===== config.mk =====
export PLATFORM = sky130hd
export DESIGN_NAME = if_fetch_unit
export DESIGN_NICKNAME = d
export VERILOG_FILES = /design/src/rtl/if_fetch_unit.sv
export SDC_FILE = /design/constraint.sdc
export NUM_CORES = 1
export LEC_CHECK = 0
export ABC_CLOCK_PERIOD_IN_PS = 4650
export BUFFER_PORTS_ARGS = -buffer_cell sky130_fd_sc_hd__buf_4
export CAP_MARGIN = 15
export CORE_ASPECT_RATIO = 1.25
export CORE_MARGIN = 3
export CORE_UTILIZATION = 45
export CTS_CLUSTER_DIAMETER = 150
export DETAILED_ROUTE_END_ITERATION = 8
export PLACE_DENSITY = 0.71
export SYNTH_ARGS = -nofsm -noshare
export SYNTH_HDL_FRONTEND = slang
export SYNTH_SLANG_ARGS = --single-unit

===== constraint.sdc =====
create_clock -name CLK -period 4.65 [get_ports CLK]
set_input_delay 0.2325 -clock CLK [delete_from_list [all_inputs] [get_ports CLK]]
set_output_delay 0.2325 -clock CLK [all_outputs]
set_load 0.02 [all_outputs]

===== src/rtl/if_fetch_unit.sv =====
// ----------------------------------------------------------------------------
// if_fetch_unit
//   Instruction-fetch sequencer. Owns the program counter, issues one
//   instruction-memory request at a time, and parks the returned word in a
//   single-entry output buffer for the decode stage. A redirect reloads the
//   PC (word-aligned) and squashes any fetch already in flight.
//
// Ports
//   CLK, RST          clock (rising edge) / asynchronous active-high reset
//   Redirect          load PC from Redirect_addr, squash in-flight work
//   Redirect_addr     new PC; low two bits cleared on load
//   Stall             withholds new memory requests while high
//   Mem_req_valid     fetch request valid (combinational, can be withdrawn)
//   Mem_req_addr      fetch address, always the current PC
//   Mem_req_ready     memory accepts request on valid & ready
//   Mem_resp_valid    single-cycle response strobe
//   Mem_resp_data     fetched instruction word
//   Inst_valid        output buffer holds an instruction
//   Inst_out          buffered instruction
//   Inst_pc           address of Inst_out
//   Inst_ready        decode consumes the buffer on Inst_valid & Inst_ready
// ----------------------------------------------------------------------------
module if_fetch_unit #(
   parameter int unsigned       ADDR_W     = 32,
   parameter int unsigned       DATA_W     = 32,
   parameter logic [ADDR_W-1:0] RESET_ADDR = '0,
   parameter int unsigned       INC        = 4
) (
   input  logic              CLK,
   input  logic              RST,
   input  logic              Redirect,
   input  logic [ADDR_W-1:0] Redirect_addr,
   input  logic              Stall,
   output logic              Mem_req_valid,
   output logic [ADDR_W-1:0] Mem_req_addr,
   input  logic              Mem_req_ready,
   input  logic              Mem_resp_valid,
   input  logic [DATA_W-1:0] Mem_resp_data,
   output logic              Inst_valid,
   output logic [DATA_W-1:0] Inst_out,
   output logic [ADDR_W-1:0] Inst_pc,
   input  logic              Inst_ready
);

   typedef enum logic [1:0] {
      S_IDLE,
      S_REQ,
      S_WAIT,
      S_HOLD
   } state_t;

   state_t            state_q;
   logic [ADDR_W-1:0] pc_q;
   logic [ADDR_W-1:0] req_pc_q;
   logic              squash_q;
   logic              inst_valid_q;
   logic [DATA_W-1:0] inst_out_q;
   logic [ADDR_W-1:0] inst_pc_q;

   logic              req_fire;
   logic [ADDR_W-1:0] redir_pc_d;
   logic [ADDR_W-1:0] seq_pc_d;

   // Redirect targets are word aligned; the low bits are intentionally dropped.
   logic              unused_redir_lsbs;
   assign unused_redir_lsbs = ^Redirect_addr[1:0];

   assign redir_pc_d = {Redirect_addr[ADDR_W-1:2], 2'b00};
   // Sequential PC wraps naturally modulo 2^ADDR_W.
   assign seq_pc_d   = req_pc_q + ADDR_W'(INC);

   // Stall can pull back a request the memory has not yet accepted.
   assign Mem_req_valid = (state_q == S_REQ) && !Stall;
   assign Mem_req_addr  = pc_q;
   assign req_fire      = Mem_req_valid && Mem_req_ready;

   assign Inst_valid = inst_valid_q;
   assign Inst_out   = inst_out_q;
   assign Inst_pc    = inst_pc_q;

   always_ff @(posedge CLK or posedge RST) begin
      if (RST) begin
         state_q      <= S_IDLE;
         pc_q         <= RESET_ADDR;
         req_pc_q     <= '0;
         squash_q     <= 1'b0;
         inst_valid_q <= 1'b0;
         inst_out_q   <= '0;
         inst_pc_q    <= '0;
      end else if (Redirect) begin
         // Redirect wins over every normal transition this cycle.
         pc_q         <= redir_pc_d;
         inst_valid_q <= 1'b0;
         case (state_q)
            S_IDLE, S_HOLD: state_q <= S_REQ;
            S_REQ: begin
               if (req_fire) begin
                  // The old-address request is already with memory; its
                  // response must be thrown away when it returns.
                  req_pc_q <= pc_q;
                  squash_q <= 1'b1;
                  state_q  <= S_WAIT;
               end
            end
            S_WAIT: begin
               if (Mem_resp_valid) begin
                  // Response lands in the redirect cycle: drop it now, so
                  // there is nothing left to squash.
                  squash_q <= 1'b0;
                  state_q  <= S_REQ;
               end else begin
                  squash_q <= 1'b1;
               end
            end
            default: state_q <= S_IDLE;
         endcase
      end else begin
         case (state_q)
            S_IDLE: state_q <= S_REQ;
            S_REQ: begin
               if (req_fire) begin
                  req_pc_q <= pc_q;
                  state_q  <= S_WAIT;
               end
            end
            S_WAIT: begin
               if (Mem_resp_valid) begin
                  if (squash_q) begin
                     squash_q <= 1'b0;
                     state_q  <= S_REQ;
                  end else begin
                     inst_out_q   <= Mem_resp_data;
                     inst_pc_q    <= req_pc_q;
                     inst_valid_q <= 1'b1;
                     pc_q         <= seq_pc_d;
                     state_q      <= S_HOLD;
                  end
               end
            end
            S_HOLD: begin
               if (inst_valid_q && Inst_ready) begin
                  inst_valid_q <= 1'b0;
                  state_q      <= S_REQ;
               end
            end
            default: state_q <= S_IDLE;
         endcase
      end
   end

endmodule


=== Word-level counts from Yosys, hierarchy flattened ===
Index checks and enable logic that the tools add are counted.
Widths: inputs -> output; s select.

* Reductions and logical operators: 16
* Muxes and demuxes: 23
* Bitwise logic cells: 2
* Add/subtract/negate cells: 1
* Equality and inequality tests: 9

{| class="wikitable"
|+ Operators by type and width
! cell !! count
|-
| $mux 32 || 4
|-
| $add 32x3->32 const B || 1
|-
| $mux 2 || 6
|-
| $ne 3x3->1 const B || 4
|-
| $reduce_and 4->1 || 3
|-
| $mux 1 || 9
|-
| $pmux 2 s4 || 1
|-
| $pmux 2 s3 || 1
|-
| $reduce_bool 2->1 || 3
|-
| $eq 2x2->1 const B || 2
|-
| $ne 2x2->1 const B || 2
|-
| $pmux 1 s2 || 2
|-
| $reduce_and 2->1 || 2
|-
| $logic_and 1x1->1 || 3
|-
| $reduce_and 3->1 || 1
|-
| $reduce_bool 3->1 || 1
|-
| $eq 2x1->1 const B || 1
|-
| $logic_not 2->1 || 1
|-
| $not 1->1 || 2
|-
| $reduce_or 2->1 || 1
|-
| $logic_not 1->1 || 1
|}

* Bits in registers: 132
* Logic and storage cells: 58
* Input port bits: 71
* Output and inout port bits: 98

=== Depth between registers and ports, before layout ===
* Depth in word-level cells: 6
* Mapped depth: 8
* Depth with buffers taken out: 7

=== Worst setup path after synthesis ===
OpenSTA, ideal clock, no wires.

* Path kind: reg2reg
* From: register state_q[1]
* To: register req_pc_q[0]
* Arrival time: 1.859 ns
* Clock period less this slack: 1.983 ns
* Library setup time: 0.125 ns
* Path slack: 2.667 ns
* Cell stages (with the launch flop): 7
* Buffers on the path: 1
* Data required time: 4.525 ns
* Cell sequence: dfrtp_1 > inv_1 > ha_1 > nor2b_1 > nand2_1 > clkbuf_1 > mux2_2

* Cells in the longest elaborated chain, start to end: 4

{| class="wikitable"
|+ RTL lines
! element !! line !! text
|-
| start: declaration || 52 || <nowiki>state_t state_q;</nowiki>
|-
| start signal: assignment || 83 || <nowiki>state_q <= S_IDLE;</nowiki>
|-
| start signal: assignment || 95 || <nowiki>S_IDLE, S_HOLD: state_q <= S_REQ;</nowiki>
|-
| start signal: assignment || 102 || <nowiki>state_q <= S_WAIT;</nowiki>
|-
| $eq 2x1->1 || 73 || <nowiki>assign Mem_req_valid = (state_q == S_REQ) && !Stall;</nowiki>
|-
| $logic_and 1x1->1 || 73 ||
|-
| named net Mem_req_valid || 34 || <nowiki>output logic Mem_req_valid,</nowiki>
|-
| $logic_and 1x1->1 || 75 || <nowiki>assign req_fire = Mem_req_valid && Mem_req_ready;</nowiki>
|-
| $reduce_and 2->1 (no line) || -- ||
|-
| end signal: assignment || 100 || <nowiki>req_pc_q <= pc_q;</nowiki>
|-
| end signal: assignment || 122 || <nowiki>req_pc_q <= pc_q;</nowiki>
|-
| end: declaration || 54 || <nowiki>logic [ADDR_W-1:0] req_pc_q;</nowiki>
|}

The timed path passes the listed nets, and every way through them passes these cells.
A chain may end at the register's enable or synchronous reset.

=== Worst setup path after layout ===
* From: register state_q[0]
* To: register pc_q[21], in the netlist Mem_req_addr[21]

* Cells in the longest elaborated chain, start to end: 3

{| class="wikitable"
|+ RTL lines
! element !! line !! text
|-
| $eq 2x2->1 || 118 || <nowiki>case (state_q)</nowiki>
|-
| $reduce_bool 2->1 (no line) || -- ||
|-
| $reduce_and 3->1 (no line) || -- ||
|-
| end signal: assignment || 92 || <nowiki>pc_q <= redir_pc_d;</nowiki>
|-
| end signal: assignment || 135 || <nowiki>pc_q <= seq_pc_d;</nowiki>
|-
| end: declaration || 53 || <nowiki>logic [ADDR_W-1:0] pc_q;</nowiki>
|}

Every way passes these cells.

==> results by group <==
Critical path
  – Reg2reg path depth: 6
  – Setup CP Type: reg -> reg
  – CP Launch Type: flop
  – Critical path origin: state_q[0]
  – CP Data Required Time: 4970 ps
  – Endpoint class of the critical path: flop
  – Worst Path Arrival: 2820 ps
  – Crit path max fanout: 92
  – Reg-to-Reg Start: state_q[0]
  – R2R setup slack: 2140 ps
  – FF-to-FF End: Mem_req_addr[21]

Clock network
  – CTS sink count: 132
  – CTS tree: done
  – Inserted Clock Buffers: 17
  – Post-CTS Setup Inserts: 0
  – H-tree Lvls: 4
  – CTS resizes: 0
  – Clock transition at the registers of the reported paths: 60 ps
  – Worst skew pair latency: 410 ps
  – Clock buffer depth: 2
  – CTS Root Cell: clkbuf_16

Route
  – Drt initial violations: 247
  – Post-DR vias/cell: 5.22
  – Final WL: 14700 microns
  – Drt wl/cell: 16.1 microns
  – Antenna-violating nets left: 0
  – DRC Markers: 0
  – First drt pass iteration count: 5
  – DR vias: 4776

Timing
  – Peak Freq: 399 MHz
  – Final period util: 53.9%
  – Max-slew violations: 0
  – Setup violators final: 0
  – Minimum clock period: 2510 ps
  – Setup_tns: 0 ps
  – Unrepaired setup endpoints after global routing: false
  – Final Hold Fails: 0
  – Rel. slew slack: 31.0%
  – Worst-Margin Slew: 1040 ps
  – Layout Skew: 6.68 ps

Min path
  – Hold EP: Inst_out[12]
  – Hold Path Class: in -> reg
  – HP Start: Mem_resp_data[12]
  – Hold Path Depth: 3

Die
  – Core Footprint: 12300 sq um
  – Die ar.: 14100 sq um
  – Die X: 107 microns
  – I/O Pins: 169
  – Initial Utilization: 46.5%
  – Num rows: 45
  – Die height: 132 microns

Logic synthesis
  – Post-synth top area cell: dfrtp_1
  – Synth Instances: 574
  – Yosys reg bits: 132
  – Synth top area cells: dfrtp_1 58%, nand2_1 14%, mux2_2 6.3%
  – Commonest register cell after synthesis: dfrtp_1
  – Top cell type's share of synthesized area: 57.6%
  – Cell Area, Synth: 5740 sq um
  – Yosys Warn Count: 0
  – Number of flops mapped to enable cells by yosys: 0
  – Ys async rst share: 100%
  – Seq/Total Area, Yosys: 57.6%
  – Number of library cell types mapped by synthesis: 37
  – Mapped Avg Cell Area: 9.99 sq um
  – Syn nets: 649

Layout
  – Non-filler cells, final: 915
  – Final #Nets: 813
  – Most frequent cells in the layout: 210 x nand2_1, 169 x buf_4, 132 x dfrtp_1
  – Area Growth Syn to Fin: 36.0%
  – Layout cells sized above 1: 32.6%
  – Area occupied by multi-input gates: 2300 sq um
  – Number of fill cells in the layout: 992
  – Sequential Area: 3300 sq um
  – Most common cell after layout, fill and taps aside: nand2_1
  – # diodes: 0

Pwr
  – Cell Pwr Density: 594 nW/um^2
  – Flop pwr share: 40.3%
  – Clock Power Share: 30.0%
  – Power Internal: 3.04 mW
  – Lkg Pwr: 3.95 nW
  – Comb pwr share: 29.8%
  – Maximum VDD drop: 0.294 mV
  – Sw Ratio: 34.5%
  – Switch Pwr: 1.60 mW

Job
  – Max Cap Viol: 0

Global route
  – Pin count of the biggest net entering global routing: 93
  – Initial antenna violation count: 0
  – Grt ovf: 0
  – Vias in the first global route: 4834
  – First-pass GRT wire length: 24400 microns
  – Total Routing Usage GR: 21.7%

Placement
  – Port Buffer Count: 166
  – Placer Congestion: 0.770
  – Post-DP HPWL: 9730 microns
  – Placed insts: 877

Run status
  – Status: finished, final reports clean
[per-layer routing]
metal  routed length, microns  GRT usage (%)  vias up
li1                         -              -     2252
met1                     5790           26.0     2360
met2                     8020           38.0      145
met3                      669           4.75       19
met4                      214           8.03        0
met5                        0              0        -
[cells by family after synthesis]
logic type | share of synthesized area, %
XOR/XNOR | 4.12
AO/OA/AOI/OAI | 7.96
flip-flops | 57.6
buffers and inverters | 2.70
adder cells (fa/ha/maj) | 0.873
multiplexers | 6.46
AND/OR/NAND/NOR | 20.3
[cell type report]
class                   count  share of cell area [%]
clock inverters            14                    2.39
multi-input cells         402                    29.5
flip-flops and latches    132                    42.3
clock buffers              18                    5.50
well taps                 164                    2.63
inverters                  10                   0.545
repair buffers            175                    17.0
[sequential cells by signal (all words and copies together) (netlist names)]
| signal | count |
|---|---|
| Mem_req_addr | 32 |
| state_q | 2 |
| req_pc_q | 32 |
| Inst_pc | 32 |
| squash_q | 1 |
| Inst_out | 32 |
| Inst_valid | 1 |
[how the worst max path moves through the flow]
stage / to / cells past startpoint / slack (ps)
6_report: Mem_req_addr[21] / 6 / 2140
5_1_grt: Mem_req_addr[21] / 6 / 1850
4_1_cts: Mem_req_addr[21] / 6 / 2130
3_5_place_dp: Mem_req_addr[21] / 6 / 2160
3_3_place_gp: Mem_req_addr[21] / 6 / 2230
2_1_floorplan: Inst_out[0] / 1 / 890
[worst max-delay path: stages, from the launching register on]
cell	delay, ps
dfrtp_1	410
inv_1	90
ha_1	330
nand3_4	790
nor3_1	450
a222oi_1	140
o211ai_1	170
[power groups by stage]
stage	Clock [mW]	Sequential (mW)	Combinational (mW)
floorplan	0	2.06	0.598
global placement	0	1.86	1.36
detailed placement	0	1.88	1.39
CTS	1.41	1.87	1.40
global route	1.47	1.92	1.50
finish	1.39	1.87	1.38
[cell usage after synthesis (2+ instances only)]
cell,count
nand2_1,211
nor4_4,2
xor2_1,18
a221o_1,2
ha_1,4
nor2b_1,2
a22oi_1,24
o22ai_1,2
nor3_4,2
nand3_1,17
buf_2,3
mux2_2,32
o21ai_0,30
nand4_1,8
dfrtp_1,132
xnor2_1,9
and3_1,3
a21oi_1,7
nor3_1,4
clkbuf_1,25
nor2_1,12
inv_1,10
[through the flow]
step	total power [mW]	cell area (sq um)	utilization, %	hold slack (ps)	setup slack, ps
2_1_floorplan	2.66	5740	-	338	891
3_3_place_gp	3.21	7120	57.8	378	2230
3_5_place_dp	3.27	7120	57.8	392	2160
4_1_cts	4.67	7790	63.2	0.203	2130
5_1_grt	4.89	7800	63.3	5.00	1850
6_report	4.64	7800	63.3	13.2	2140
[repair_timing]
action / CTS / global route
endpoints found under the hold margin: 78 / 1
setup endpoints to repair: 0 / 0
hold buffers: 5 / 1
(Power assumes the default switching activity.)
